[config.mk]
export PLATFORM = sky130hd
export DESIGN_NAME = float_sequence_tx
export DESIGN_NICKNAME = d
export VERILOG_FILES = /design/src/rtl/float_sequence_tx.sv
export SDC_FILE = /design/constraint.sdc
export NUM_CORES = 1
export LEC_CHECK = 0
export CAP_MARGIN = 10
export CORE_ASPECT_RATIO = 0.9
export CORE_MARGIN = 1
export CORE_UTILIZATION = 60
export DETAILED_ROUTE_END_ITERATION = 10
export PLACE_DENSITY = 0.79
export SYNTH_ARGS = -nofsm -noshare
export SYNTH_HDL_FRONTEND = slang
export SYNTH_SLANG_ARGS = --single-unit
[constraint.sdc]
create_clock -name clk -period 5.6 [get_ports clk]
set_clock_uncertainty 0.2 [all_clocks]
set_input_delay 1.68 -clock clk [delete_from_list [all_inputs] [get_ports clk]]
set_output_delay 1.68 -clock clk [all_outputs]
set_load 0.005 [all_outputs]
[src/rtl/float_sequence_tx.sv]
// float_sequence_tx: buffers up to DEPTH IEEE-754 single words and replays
// them as one gap-free valid/last frame into the float accumulator.
// The optional build macro FLOAT_SEQ_TX_FILTER_EN makes the buffer reject
// NaN/Inf words and adds a sticky err output.
module float_sequence_tx #(
  parameter int unsigned DEPTH  = 16,
  parameter int unsigned ADDR_W = $clog2(DEPTH)
) (
  input  logic              clk,
  input  logic              rst_n,
  input  logic              wr_en,
  input  logic [31:0]       wr_data,
  input  logic              start,
  output logic [31:0]       m_data,
  output logic              m_valid,
  output logic              m_last,
  output logic              busy,
  output logic              full,
  output logic [ADDR_W:0]   count,
`ifdef FLOAT_SEQ_TX_FILTER_EN
  output logic              err,
`endif
  output logic              wr_drop,
  output logic              done
);

  localparam int unsigned DATA_W = 32;
  localparam int unsigned CNT_W  = ADDR_W + 1;

  typedef enum logic {
    IDLE = 1'b0,
    SEND = 1'b1
  } state_t;

  state_t              state;
  logic [DATA_W-1:0]   mem [DEPTH];
  logic [ADDR_W-1:0]   rd_idx;
  logic [CNT_W-1:0]    frame_len;

  logic                start_ok_c;
  logic                can_store_c;
  logic                bad_word_c;
  logic                wr_accept_c;
  logic [CNT_W-1:0]    count_inc_c;

  // A start with an empty buffer is ignored; a valid start wins over a same-cycle write.
  assign start_ok_c  = (state == IDLE) && start && (count != '0);
  assign can_store_c = (state == IDLE) && !start_ok_c && (count != CNT_W'(DEPTH));
  assign count_inc_c = count + CNT_W'(1);

`ifdef FLOAT_SEQ_TX_FILTER_EN
  // Exponent all-ones marks NaN or +/-Inf, which would poison the running sum.
  assign bad_word_c = (wr_data[30:23] == 8'hFF);
`else
  assign bad_word_c = 1'b0;
`endif

  assign wr_accept_c = wr_en && can_store_c && !bad_word_c;

  // Buffer storage; contents need no reset since count gates every read.
  always_ff @(posedge clk) begin
    if (rst_n && wr_accept_c) begin
      mem[count[ADDR_W-1:0]] <= wr_data;
    end
  end

  // Control FSM with registered stream and status outputs.
  always_ff @(posedge clk) begin
    if (!rst_n) begin
      state     <= IDLE;
      count     <= '0;
      rd_idx    <= '0;
      frame_len <= '0;
      m_data    <= '0;
      m_valid   <= 1'b0;
      m_last    <= 1'b0;
      busy      <= 1'b0;
      full      <= 1'b0;
      wr_drop   <= 1'b0;
      done      <= 1'b0;
`ifdef FLOAT_SEQ_TX_FILTER_EN
      err       <= 1'b0;
`endif
    end else begin
      wr_drop <= 1'b0;
      done    <= 1'b0;
      unique case (state)
        IDLE: begin
          m_data  <= '0;
          m_valid <= 1'b0;
          m_last  <= 1'b0;
          busy    <= 1'b0;
          if (wr_accept_c) begin
            count <= count_inc_c;
            full  <= (count_inc_c == CNT_W'(DEPTH));
          end else if (wr_en) begin
            wr_drop <= 1'b1;
`ifdef FLOAT_SEQ_TX_FILTER_EN
            if (can_store_c && bad_word_c) begin
              err <= 1'b1;
            end
`endif
          end
          if (start_ok_c) begin
            state     <= SEND;
            rd_idx    <= '0;
            frame_len <= count;
          end
        end
        SEND: begin
          if (wr_en) begin
            wr_drop <= 1'b1;
          end
          if (m_last) begin
            // Frame finished last cycle: drop the stream and consume the buffer.
            state   <= IDLE;
            m_data  <= '0;
            m_valid <= 1'b0;
            m_last  <= 1'b0;
            busy    <= 1'b0;
            done    <= 1'b1;
            count   <= '0;
            full    <= 1'b0;
          end else begin
            m_data  <= mem[rd_idx];
            m_valid <= 1'b1;
            m_last  <= ({1'b0, rd_idx} == (frame_len - CNT_W'(1)));
            busy    <= 1'b1;
            rd_idx  <= rd_idx + ADDR_W'(1);
          end
        end
      endcase
    end
  end

endmodule
==> results of run 1 <==
==> final cells by class <==
type / count / share of cell area (%)
Sequential cell: 568 / 67.9
Multi-Input combinational cell: 312 / 17.4
Clock buffer: 73 / 5.93
Timing Repair Buffer: 104 / 4.37
Tap cell: 462 / 2.38
Inverter: 72 / 1.11
Clock inverter: 22 / 0.957
Antenna cell: 1 / 0.0103
==> sequential cells by signal, indices dropped and copies added (netlist names), 4 cells and up, named ones only <==
signal	count
count	5
frame_len	5
m_data	32
mem	512
rd_idx	4
==> cells in the mapped netlist (all sizes together) (5+ instances only) <==
cell type and count:
nor2 12, mux4 128, and2 12, ha 7, and3 5, a221o 22
nand2 20, clkbuf 29, edfxtp 512, a22oi 11, dfxtp 56, inv 71
o221ai 10, nor3 6, buf 20, nand3 5, o22ai 23, a21oi 7
o21ai 5
==> power by group through the flow <==
stage	sequential [mW]	clock [mW]	combinational, mW
floorplan	4.78	0	0.343
global placement	4.82	0	0.490
detailed placement	4.83	0	0.500
CTS	4.73	3.53	0.508
global route	4.74	3.69	0.537
finish	4.73	3.50	0.501
==> metrics by stage <==
stage	hold WS, ns	instance area (sq um)	setup WS (ns)	instances	util, %
2_1_floorplan	0.245	21200	1.12	1001	-
3_3_place_gp	0.259	22600	0.911	1518	65.9
3_5_place_dp	0.277	22600	0.822	1518	65.9
5_1_grt	0.313	24300	1.27	1614	70.8
6_report	0.284	24300	1.39	1614	70.8
4_1_cts	0.285	24300	1.41	1613	70.8
==> layout by cell type, fill, tap and decap left out, types with 16 or more instances in the layout <==
master,instances
a221o_1,22
buf_4,19
clkbuf_1,16
clkbuf_16,53
clkdlybuf4s50_1,78
dfxtp_1,54
edfxtp_1,512
inv_1,71
mux4_2,128
nand2_1,20
o22ai_1,23
==> critical path: cells and delay by family <==
| family | cells | cell delay [ns] |
|---|---|---|
| buffers and inverters | 2 | 1.01 |
| AO/OA/AOI/OAI | 1 | 0.52 |
| AND/OR/NAND/NOR | 3 | 1.05 |
==> worst min path at each step <==
| stage | start | end | cells past startpoint |
|---|---|---|---|
| after floorplan | frame_len[3] | frame_len[3] | 2 |
| after global placement | frame_len[3] | frame_len[3] | 2 |
| after detailed placement | frame_len[3] | frame_len[3] | 2 |
| after CTS | frame_len[3] | frame_len[3] | 2 |
| after global routing | frame_len[3] | frame_len[3] | 2 |
| final | frame_len[1] | frame_len[1] | 2 |
==> per-layer routing <==
| metal | up-vias | GRT usage (%) |
|---|---|---|
| met3 | 91 | 4.57 |
| met1 | 5315 | 34.5 |
| met5 | - | 0 |
| met4 | 0 | 8.58 |
| li1 | 4302 | - |
| met2 | 465 | 40.8 |
==> cells by family after synthesis <==
| group | share of synthesized area [%] |
|---|---|
| and+or+nand+nor | 2.08 |
| muxes | 13.6 |
| DFF | 77.9 |
| xor gates and xnor gates | 0.331 |
| adders and majority gates | 0.414 |
| AOI/OAI and AO/OA | 3.32 |
| buffers and inverters | 2.30 |
==> flow_metrics.py, run 1 <==
metrics = {
    "sta": {
        "rsz0062_at_grt": "no",
        "timing.fmax_ghz": 0.238,
        "period_needed_ns": 4.21,
        "tightest_slew_ns": 1.08,
        "period_share_pct": 75.2,
        "setup_viol_count_final": 0,
        "tns_ns": 0,
        "maxSlewHeadroom_pct": 28.2,
        "finalMaxSlewViolations": 0,
        "finalHoldViolCount": 0,
    },
    "power_and_ir_drop": {
        "power_switching_mw": 1.78,
        "p_per_area_nw_per_um2": 359,
        "internal-power_mw": 6.95,
        "total_power_mw": 8.73,
        "leakage_nw": 7.76,
        "share_comb_of_total_power_pct": 5.7,
        "seq_power_share_pct": 54.2,
        "ir_worst_vdd_uv": 287,
        "p_sw_share_pct": 20.4,
        "clkPwrFrac_pct": 40.1,
    },
    "drt": {
        "dr_total_vias": 10200,
        "wl_met1_microns": 17300,
        "dr.pass1.iters": 5,
        "dr.max_layer_used": "met4",
        "via_per_inst": 6.30,
        "drt_iter0_drc": 922,
        "avgRoutedWirePerCell_microns": 26.9,
        "wl_microns": 43500,
        "met2WireLength_microns": 21900,
        "drc": 0,
        "ant_nets": 0,
        "wl_met3_microns": 2950,
    },
    "synth": {
        "async_flop_share_pct": 0,
        "synth_top_area_share_pct": 72.6,
        "yosysTopAreaCell": "edfxtp_1",
        "synth_area_sq_um": 21200,
        "synthTopCellsByArea": "edfxtp_1 73%, mux4_2 14%, dfxtp_1 5.3%",
        "ys_ff_latch": 568,
        "synth_cell_types": 48,
        "yosys_warnings": 0,
        "synthCells": 1001,
        "syn_nets": 1044,
        "synthFlopType": "edfxtp_1",
        "yosysSeqAreaShare_pct": 77.9,
        "synth_enable_flop_cells": 512,
        "synth.avg_cell_area_sq_um": 21.1,
    },
    "setup_path": {
        "endpoint_kind": "flip-flop",
        "cp-endpoint": "mem[14][24]",
        "cpPeakStageDelay_ns": 0.74,
        "crit_start": "rst_n",
        "cp.arrival_ns": 4.28,
        "crit_slowest_cell": "clkdlybuf4s50_1",
        "required_ns": 5.67,
        "r2r_start": "count[0]",
        "path_max_fanout": 25,
        "worstSetupStartpointType": "primary input",
        "cp_cell_sequence": "clkdlybuf4s50_1, nand2_1, a2111o_1, nor2_1, and2_2, buf_4",
        "reg2reg_slack_ns": 1.86,
        "reg2regPathDepth": 7,
        "critPathKind": "primary input to flip-flop",
        "r2r-end": "mem[14][24]",
    },
    "floorplanning": {
        "initial_core_util_pct": 61.6,
        "dieArea_sq_um": 36000,
        "die_height_microns": 180,
        "rows": 64,
        "die_w_microns": 200,
        "core-area_sq_um": 34400,
        "io_pins": 79,
    },
    "global_routing": {
        "grt_first_pass_wirelength_microns": 64900,
        "grt_overflow_total": 0,
        "grt_pass1_vias": 10600,
        "antenna_found_initial": 1,
        "grt_start_max_net_pins": 70,
        "grtUsageTotal_pct": 25.1,
    },
    "clock_network": {
        "postCtsHoldBufs": 0,
        "cts_root_buffer": "clkbuf_16",
        "cts_inserted_buffers": 51,
        "clock-sinks": 568,
        "cts_tree": "yes",
        "cts.repair.resized": 0,
        "clk_latency_ns": 0.58,
        "ctsLongestPathBuffers": 3,
        "cts_max_level": 2,
        "post_cts_buffers": 0,
        "cts.clk_slew.worst_paths_ns": 0.06,
    },
    "placed_design": {
        "port-buffer-count": 78,
        "place_congestion": 0.759,
        "post-dp-hpwl_microns": 23500,
    },
    "finish": {
        "area_growth_pct": 14.9,
        "multi_input_area_sq_um": 4230,
        "layout.area.seq_sq_um": 16500,
        "finalNetCount": 1152,
        "fillCellCount": 1977,
        "drive_above_1_share_pct": 22.1,
    },
    "status": {
        "status": "finished, final reports clean",
    },
    "min_path": {
        "hold_class": "flip-flop to flip-flop",
    },
    "job": {
        "maxCapViolCount": 0,
    },
}
Power figures use the tool's default switching activity.
==> inputs of run 2 (changes only) <==
Settings changed: CORE_UTILIZATION 60 to 54, PLACE_DENSITY 0.79 to 0.75.
Clock period 5.6 ns to 3.6 ns, I/O delays scaled along.
==> run 2 against run 1 <==
Power rose by 57%. Wire length rose by 1.2%. Final cell count rose by 4.9%. Final area rose by 2.0%. Critical path depth fell by 5. Flip-flop and latch count did not move. Die area rose by 11%. Largest power group unchanged.
==> flow_metrics.py, run 2 (synthesis gave the netlist of run 1 again) <==
metrics = {
    "finish": {
        "final_core_util_pct": 64.5,
        "area_growth_pct": 17.2,
        "final_cell_mix": "512 x edfxtp_1, 128 x mux4_2, 78 x clkdlybuf4s50_1, 71 x inv_1, 55 x clkbuf_16",
        "fillCellCount": 2536,
        "drive_above_1_share_pct": 23.1,
        "finalNetCount": 1168,
        "largest_reg_flops": 512,
        "antennaDiodeCount": 0,
        "fin_cells": 1693,
        "layout.area.seq_sq_um": 16500,
        "multi_input_area_sq_um": 4230,
        "final_common_cell": "edfxtp_1",
    },
    "power_and_ir_drop": {
        "share_comb_of_total_power_pct": 6.4,
        "seq_power_share_pct": 53.6,
        "internal-power_mw": 10.8,
        "p_sw_share_pct": 20.7,
        "leakage_nw": 7.91,
        "clkPwrFrac_pct": 40.0,
        "power_switching_mw": 2.83,
        "ir_worst_vdd_uv": 471,
        "total_power_mw": 13.7,
        "p_per_area_nw_per_um2": 551,
    },
    "setup_path": {
        "cp_cell_sequence": "clkdlybuf4s50_1",
        "critPathKind": "flip-flop to primary output",
        "required_ns": 2.32,
        "crit_family": "flip-flops",
        "cp.arrival_ns": 1.86,
        "cpPeakStageDelay_ns": 0.68,
        "crit_slowest_cell": "dfxtp_1",
        "path_buf_inv": 1,
        "worstSetupStartpointType": "flip-flop",
        "path_max_fanout": 15,
        "endpoint_kind": "primary output",
    },
    "drt": {
        "dr.pass1.iters": 6,
        "avgRoutedWirePerCell_microns": 26.0,
        "drc": 0,
        "ant_nets": 0,
        "wl_microns": 44000,
        "drt_iter0_drc": 869,
        "via_per_inst": 5.99,
        "dr_total_vias": 10100,
    },
    "clock_network": {
        "ctsLongestPathBuffers": 3,
        "post_cts_buffers": 0,
        "postCtsHoldBufs": 0,
        "cts_inserted_buffers": 53,
        "cts.clk_slew.worst_paths_ns": 0.06,
        "clock-sinks": 568,
        "clk_latency_ns": 0.57,
        "cts_tree": "yes",
        "cts_root_buffer": "clkbuf_16",
        "cts.repair.resized": 0,
        "cts_max_level": 2,
    },
    "global_routing": {
        "grt_pass1_vias": 10700,
        "grtUsageTotal_pct": 22.9,
        "grt_start_max_net_pins": 59,
        "grt_first_pass_wirelength_microns": 66700,
        "grt_overflow_total": 0,
        "antenna_found_initial": 0,
    },
    "placed_design": {
        "placedCellCount": 1595,
        "post-dp-hpwl_microns": 24900,
        "place_congestion": 0.742,
        "dp_worst_setup_slack_ns": 0.148,
        "port-buffer-count": 78,
    },
    "floorplanning": {
        "dieArea_sq_um": 40000,
        "rows": 68,
        "initial_core_util_pct": 55.0,
        "io_pins": 79,
        "core-area_sq_um": 38500,
        "die_w_microns": 211,
        "die_height_microns": 190,
    },
    "sta": {
        "finalHoldViolCount": 0,
        "setup_viol_count_final": 0,
        "timing.fmax_ghz": 0.319,
        "maxSlewHeadroom_pct": 53.2,
        "tightest_slew_ns": 0.700,
        "period_needed_ns": 3.14,
        "period_share_pct": 87.2,
        "tns_ns": 0,
        "finalMaxSlewViolations": 0,
        "layout_setup_ws_ns": 0.462,
        "rsz0062_at_grt": "no",
    },
    "min_path": {
        "hold_class": "flip-flop to flip-flop",
    },
    "job": {
        "maxCapViolCount": 0,
    },
    "status": {
        "status": "finished, final reports clean",
    },
}
==> run 2: final cells by class <==
cell class / count / area share (%)
Multi-Input combinational cell: 312 / 17.0
Timing Repair Buffer: 118 / 5.82
Tap cell: 525 / 2.65
Clock inverter: 28 / 0.999
Sequential cell: 568 / 66.5
Clock buffer: 70 / 5.90
Inverter: 72 / 1.09
==> run 2: per-layer routing <==
| layer | up-vias | wire length [microns] | track usage (%) | part of all wire [%] |
|---|---|---|---|---|
| li1 | 4349 | - | - | - |
| met1 | 5301 | 18000 | 31.5 | 41 |
| met2 | 409 | 22000 | 37.4 | 50 |
| met3 | 75 | 2680 | 3.98 | 6.1 |
| met4 | 0 | 1290 | 8.00 | 2.9 |
| met5 | - | 0 | 0 | 0 |
==> run 2: worst paths after layout <==
path | start | end | slack, ns | cells after the start
worst max-delay path | count[2] | count[2] | 0.46 | 1
worst max register to register | count[0] | mem[5][20] | 0.64 | 7
worst min-delay path | frame_len[3] | frame_len[3] | 0.28 | 2
worst min register to register | frame_len[3] | frame_len[3] | 0.28 | 2
==> run 2: per-stage QoR <==
| step | area [sq um] | hold slack [ns] |
|---|---|---|
| 4_1_cts | 24800 | 0.274 |
| 5_1_grt | 24800 | 0.294 |
| 3_3_place_gp | 23100 | 0.259 |
| 6_report | 24800 | 0.281 |
| 3_5_place_dp | 23100 | 0.266 |
| 2_1_floorplan | 21200 | 0.245 |
==> run 2: power by group through the flow <==
stage               logic, mW  registers [mW]  clock network (mW)
floorplan               0.534            7.44                   0
global placement        0.868            7.46                   0
detailed placement      0.885            7.47                   0
CTS                     0.893            7.33                5.57
global route            0.945            7.33                5.81
finish                  0.880            7.32                5.46
==> inputs of run 3 (changes only) <==
Settings changed: HOLD_SLACK_MARGIN set to 0.02, SLEW_MARGIN set to 20.
==> results of run 3 <==
Final layout, timing and power as in run 2 (identical DEF).
